[config.mk]
export PLATFORM = sky130hd
export DESIGN_NAME = buffer_writer
export DESIGN_NICKNAME = d
export VERILOG_FILES = /design/src/rtl/buffer_writer.sv
export SDC_FILE = /design/constraint.sdc
export NUM_CORES = 1
export LEC_CHECK = 0
export ABC_AREA = 0
export BUFFER_PORTS_ARGS = -buffer_cell sky130_fd_sc_hd__buf_4
export CELL_PAD_IN_SITES_DETAIL_PLACEMENT = 1
export CELL_PAD_IN_SITES_GLOBAL_PLACEMENT = 2
export CORE_MARGIN = 10
export CORE_UTILIZATION = 26
export DETAILED_ROUTE_END_ITERATION = 6
export GPL_TIMING_DRIVEN = 0
export PLACE_DENSITY_LB_ADDON = 0.1
export SYNTH_ARGS = -nofsm -noshare
export SYNTH_HDL_FRONTEND = slang
export SYNTH_SLANG_ARGS = --single-unit
[constraint.sdc]
create_clock -name clk -period 1.3 [get_ports clk]
set_input_delay 0.065 -clock clk [delete_from_list [all_inputs] [get_ports clk]]
set_output_delay 0.065 -clock clk [all_outputs]
set_load 0.05 [all_outputs]
[src/rtl/buffer_writer.sv]
//------------------------------------------------------------------------------
// Module      : buffer_writer
// Description : Accepts RGB host bytes and writes them into two ping-pong line
//               buffers, handing over to the display side one full line at a time.
// Revision    : 1.0 - initial release
//------------------------------------------------------------------------------
`default_nettype none

module buffer_writer #(
    parameter int PX_PER_BUF = 640
) (
    input  logic       clk,
    input  logic       reset,
    input  logic       CSHost,
    input  logic [7:0] HostData,
    input  logic       HostValid,
    output logic       HostReady,
    input  logic       Buf0Empty,
    input  logic       Buf1Empty,
    output logic       WE0,
    output logic       WE1,
    output logic       SelR,
    output logic       SelG,
    output logic       SelB,
    output logic [7:0] WrData,
    output logic       IncAddr0,
    output logic       ResetAddr0,
    output logic       IncAddr1,
    output logic       ResetAddr1,
    output logic       Buf0Full,
    output logic       Buf1Full,
    output logic [9:0] WrPx
);

    localparam logic [9:0] C_LAST_PX = 10'(PX_PER_BUF - 1);
    localparam logic [1:0] C_PH_R    = 2'd0;
    localparam logic [1:0] C_PH_G    = 2'd1;
    localparam logic [1:0] C_PH_B    = 2'd2;

    typedef enum logic [2:0] {
        S_INIT     = 3'd0,
        S_IDLE     = 3'd1,
        S_WRITE    = 3'd2,
        S_WAIT_BUF = 3'd3,
        S_SWITCH   = 3'd4
    } state_t;

    state_t     r_state,  w_state_n;
    logic       r_target, w_target_n;
    logic [1:0] r_phase,  w_phase_n;
    logic [9:0] r_px,     w_px_n;
    logic [1:0] r_full,   w_full_n;
    logic [1:0] r_we,     w_we_n;
    logic [2:0] r_sel,    w_sel_n;
    logic [7:0] r_data,   w_data_n;
    logic [1:0] r_inc,    w_inc_n;
    logic [1:0] r_rsta,   w_rsta_n;

    logic w_xfer;
    logic w_last;

    assign HostReady = (r_state == S_WRITE) && CSHost;
    assign w_xfer    = HostReady && HostValid;
    assign w_last    = w_xfer && (r_phase == C_PH_B) && (r_px == C_LAST_PX);

    always_comb begin
        w_state_n  = r_state;
        w_target_n = r_target;
        w_phase_n  = r_phase;
        w_px_n     = r_px;
        w_we_n     = 2'b00;
        w_sel_n    = 3'b000;
        w_data_n   = r_data;
        w_inc_n    = 2'b00;
        w_rsta_n   = 2'b00;

        case (r_state)
            S_INIT: w_state_n = S_IDLE;
            S_IDLE: begin
                if (CSHost)
                    w_state_n = r_full[r_target] ? S_WAIT_BUF : S_WRITE;
            end
            S_WRITE: begin
                if (!CSHost) begin
                    w_state_n = S_IDLE;
                end else if (w_xfer) begin
                    w_we_n[r_target] = 1'b1;
                    w_data_n         = HostData;
                    case (r_phase)
                        C_PH_R:  w_sel_n = 3'b100;
                        C_PH_G:  w_sel_n = 3'b010;
                        default: w_sel_n = 3'b001;
                    endcase
                    if (r_phase == C_PH_B) begin
                        w_phase_n         = C_PH_R;
                        w_inc_n[r_target] = 1'b1;
                        if (w_last) begin
                            w_px_n             = 10'd0;
                            w_rsta_n[r_target] = 1'b1;
                            w_state_n          = S_SWITCH;
                        end else begin
                            w_px_n = r_px + 10'd1;
                        end
                    end else begin
                        w_phase_n = r_phase + 2'd1;
                    end
                end
            end
            S_WAIT_BUF: begin
                if (!r_full[r_target])
                    w_state_n = S_WRITE;
            end
            S_SWITCH: begin
                w_target_n = ~r_target;
                w_state_n  = r_full[~r_target] ? S_WAIT_BUF : S_WRITE;
            end
            default: w_state_n = S_INIT;
        endcase
    end

    // A line completing on the same edge as a drain pulse keeps the flag set.
    always_comb begin
        w_full_n = r_full;
        if (w_last && !r_target)  w_full_n[0] = 1'b1;
        else if (Buf0Empty)       w_full_n[0] = 1'b0;
        if (w_last && r_target)   w_full_n[1] = 1'b1;
        else if (Buf1Empty)       w_full_n[1] = 1'b0;
    end

    always_ff @(posedge clk) begin
        if (reset) begin
            r_state  <= S_INIT;
            r_target <= 1'b0;
            r_phase  <= C_PH_R;
            r_px     <= 10'd0;
            r_full   <= 2'b00;
            r_we     <= 2'b00;
            r_sel    <= 3'b000;
            r_data   <= 8'h00;
            r_inc    <= 2'b00;
            r_rsta   <= 2'b11;
        end else begin
            r_state  <= w_state_n;
            r_target <= w_target_n;
            r_phase  <= w_phase_n;
            r_px     <= w_px_n;
            r_full   <= w_full_n;
            r_we     <= w_we_n;
            r_sel    <= w_sel_n;
            r_data   <= w_data_n;
            r_inc    <= w_inc_n;
            r_rsta   <= w_rsta_n;
        end
    end

    assign WE0        = r_we[0];
    assign WE1        = r_we[1];
    assign SelR       = r_sel[2];
    assign SelG       = r_sel[1];
    assign SelB       = r_sel[0];
    assign WrData     = r_data;
    assign IncAddr0   = r_inc[0];
    assign IncAddr1   = r_inc[1];
    assign ResetAddr0 = r_rsta[0];
    assign ResetAddr1 = r_rsta[1];
    assign Buf0Full   = r_full[0];
    assign Buf1Full   = r_full[1];
    assign WrPx       = r_px;

endmodule

`default_nettype wire

==> impl_metrics.py <==
metrics = {
    "synth": {
        "ys_async_sr_fraction": 0,
        "ys_ff_latch": 35,
        "dominantRegCellSynth": "dfxtp_1",
        "yosysMostFrequentCell": "dfxtp_1",
        "synth_cell_type_count": 40,
        "avgSynthCellArea_sq_um": 9.39,
        "cell_types_with_the_largest_area_share_after_synthesis": "dfxtp_1 49%, nand2_1 6.3%, a21oi_1 4.9%, nand3_1 2.8%, nor3_1 2.4%",
        "synth_cells": 153,
        "synth_warnings": 0,
        "yosys-top-cells-count": "35 x dfxtp_1, 24 x nand2_1, 14 x a21oi_1",
        "ys_seq_area_frac": 0.488,
        "synth_area_leader_cell": "dfxtp_1",
        "synthDominantCellAreaShare": 0.488,
        "syn_nets": 168,
        "netlist_area_sq_mm": 0.00144,
        "number_of_synthesized_flops_with_an_enable_pin": 0,
    },
    "sta": {
        "timing.final.setup_violations": 27,
        "finalHoldViolCount": 1,
        "holdWs_ns": -0.0191,
        "unrepaired_setup_endpoints_after_global_routing": "yes",
        "final_max_slew_viol_count": 0,
        "worst_clock_skew_ns": 0.00431,
        "fraction_of_the_cycle_the_final_worst_path_needs": 1.14,
        "total_negative_setup_slack_ns": -2.59,
        "slew_headroom": 0.553,
        "tightest_slew_ns": 0.671,
        "maxClockFrequency_ghz": 0.676,
        "worst_setup_slack_after_layout_ns": -0.178,
        "post-route-min-period_ns": 1.48,
    },
    "clock_network": {
        "htree_levels": 2,
        "tritoncts_num_sinks": 35,
        "tritoncts_clock_tree": "done",
        "cts_root_buf": "clkbuf_8",
        "cts.reportedPaths.clkPinSlew_ns": 0.07,
        "clock_latency_ns": 0.28,
        "cts-buffers-inserted": 5,
        "cts.path.max_buffers": 2,
    },
    "floorplanning": {
        "core_region_area_sq_mm": 0.00544,
        "design.portCount": 44,
        "chipWidth_um": 94.3,
        "floorplan.initialDensity": 0.264,
        "placement_rows": 27,
        "die-area_sq_mm": 0.00890,
        "die_height_um": 94.3,
    },
    "power_and_ir_drop": {
        "seq_power_share": 0.528,
        "power.switching_uw": 525,
        "power.total_uw": 2050,
        "swShare": 0.255,
        "p_per_cell_area_mw_per_mm2": 893,
        "clockPowerShare": 0.379,
        "power.share.combinational": 0.093,
        "internal_power_uw": 1530,
        "ir_drop_v": 0.000383,
        "power_leakage_uw": 0.000958,
    },
    "route": {
        "routed-via-count": 1397,
        "dr.first_iter.drc_count": 29,
        "antenna_left": 0,
        "wl_mm": 4.87,
        "vias_per_cell": 4.78,
        "final_routed_wire_length_divided_by_cell_count_um": 16.7,
        "drc": 0,
        "firstDrtPassIters": 4,
    },
    "placed_design": {
        "port-buffer-count": 43,
        "routabilityCongestion": 0.747,
        "place_hpwl_mm": 3.31,
        "preCtsSetupSlack_ns": -0.279,
    },
    "global_routing": {
        "first_global_vias": 1555,
        "antenna_found_initial": 0,
        "track_usage": 0.115,
        "maximum_number_of_pins_on_one_net_before_global_route_repair": 12,
        "grt_remaining_overflow": 0,
        "grt_first_pass_wirelength_mm": 8.10,
    },
    "finish": {
        "layout_net_count": 234,
        "diodes": 0,
        "drive_above_1_share": 0.527,
        "area_growth_pct": 60.1,
        "layout.core_utilization": 0.423,
        "fillCellCount": 634,
    },
    "setup_path": {
        "crit_arrival_ns": 1.69,
        "timing.critical_path.slowest_stage_cell": "dfxtp_4",
        "worst-setup-path-type": "reg2reg",
        "critical_path_required_ns": 1.51,
        "r2r_setup_slack_ns": -0.18,
        "critical_path.endpoint_type": "flip-flop",
        "cp_slowest_stage_delay_ns": 0.36,
        "crit_fanout": 5,
        "cp-start-kind": "flip-flop",
        "cells_along_the_critical_path": "and4b_2 -> nand4_4 -> buf_12 -> or3_1 -> a21oi_1",
    },
    "job": {
        "maxCapViolations": 0,
    },
    "status": {
        "failing_checks": "hold timing, setup timing",
        "status": "complete, but fails checks",
    },
    "min_path": {
        "worst_hold_path_type": "in2reg",
    },
}
## worst paths after layout
check                           end                     from  cells after the start
max            WrPx[6]$_SDFFE_PP0N_  r_phase[0]$_SDFFE_PP0P_                      5
min reg2reg  WrData[3]$_SDFFE_PP0P_   WrData[3]$_SDFFE_PP0P_                      2
min              r_we[1]$_SDFF_PP0_                    reset                      2
max reg2reg    WrPx[6]$_SDFFE_PP0N_  r_phase[0]$_SDFFE_PP0P_                      5
## logic make-up after synthesis
group	share of synthesized area
and+or+nand+nor	0.297
DFF	0.488
AOI/OAI and AO/OA	0.102
buffers and inverters	0.0401
xor gates and xnor gates	0.0427
muxes	0.0218
adders and majority gates	0.00871
## critical path: cells and delay by family (launching register included)
kind | cells | cell delay (ns)
AOI/OAI and AO/OA | 1 | 0.11
buffers and inverters | 1 | 0.16
and+or+nand+nor | 3 | 0.77
DFF | 1 | 0.36
## area by class of cell
type / instances / area, sq um / area share
Sequential cell: 35 / 734 / 0.319
Timing Repair Buffer: 59 / 489 / 0.213
Buffer: 6 / 45.0 / 0.0196
Tap cell: 72 / 90.1 / 0.0392
Inverter: 4 / 27.5 / 0.0120
Clock inverter: 2 / 11.3 / 0.00490
Clock buffer: 6 / 72.6 / 0.0316
Multi-Input combinational cell: 108 / 830 / 0.361
## placed cells by master (no fill, tap or decap), types with 3 or more instances in the layout
cell | Yosys | final
xor2_1 | 4 | 4
nor2_1 | 4 | 4
a21oi_2 | 0 | 4
nand2_1 | 24 | 20
nor3_2 | 0 | 4
nand4_1 | 4 | 4
buf_4 | 0 | 51
clkbuf_8 | 0 | 5
buf_6 | 1 | 8
dfxtp_2 | 0 | 9
nand2_2 | 0 | 3
dfxtp_4 | 0 | 6
nand3_1 | 8 | 8
a21oi_1 | 14 | 10
xnor2_1 | 3 | 3
dfxtp_1 | 35 | 20
## sequential cells by signal, indices dropped and copies added (netlist names)
register and count:
WrPx 10, r_phase 2, r_we 2, r_state 3
r_full 2, r_sel 3, WrData 8, r_rsta 2
r_target 1, r_inc 2
## power groups by stage
stage / registers, uW / clock network [uW] / logic [uW]
after floorplan: 1140 / 0 / 52.5
after global placement: 1110 / 0 / 144
after detailed placement: 1120 / 0 / 149
after CTS: 1080 / 805 / 181
after global routing: 1090 / 867 / 205
final: 1080 / 779 / 191
## metal layers
layer  routed length (um)  global-route usage
met1                 2060               0.130
met2                 2380               0.194
met3                  359              0.0440
met4                   64              0.0405
met5                    0                   0
## stage by stage
step | cells | instance area [sq um]
final | 292 | 2300
after global routing | 292 | 2300
after CTS | 289 | 2190
after global placement | 268 | 1880
after detailed placement | 268 | 1880
after floorplan | 153 | 1470
## timing repair
action	in CTS	in global routing
resized for setup	33	21
pin swaps	13	9
setup endpoints to repair	31	33
buffers inserted	12	3
hold endpoints to repair	1	1
cloned	3	0
(Power assumes the default switching activity.)
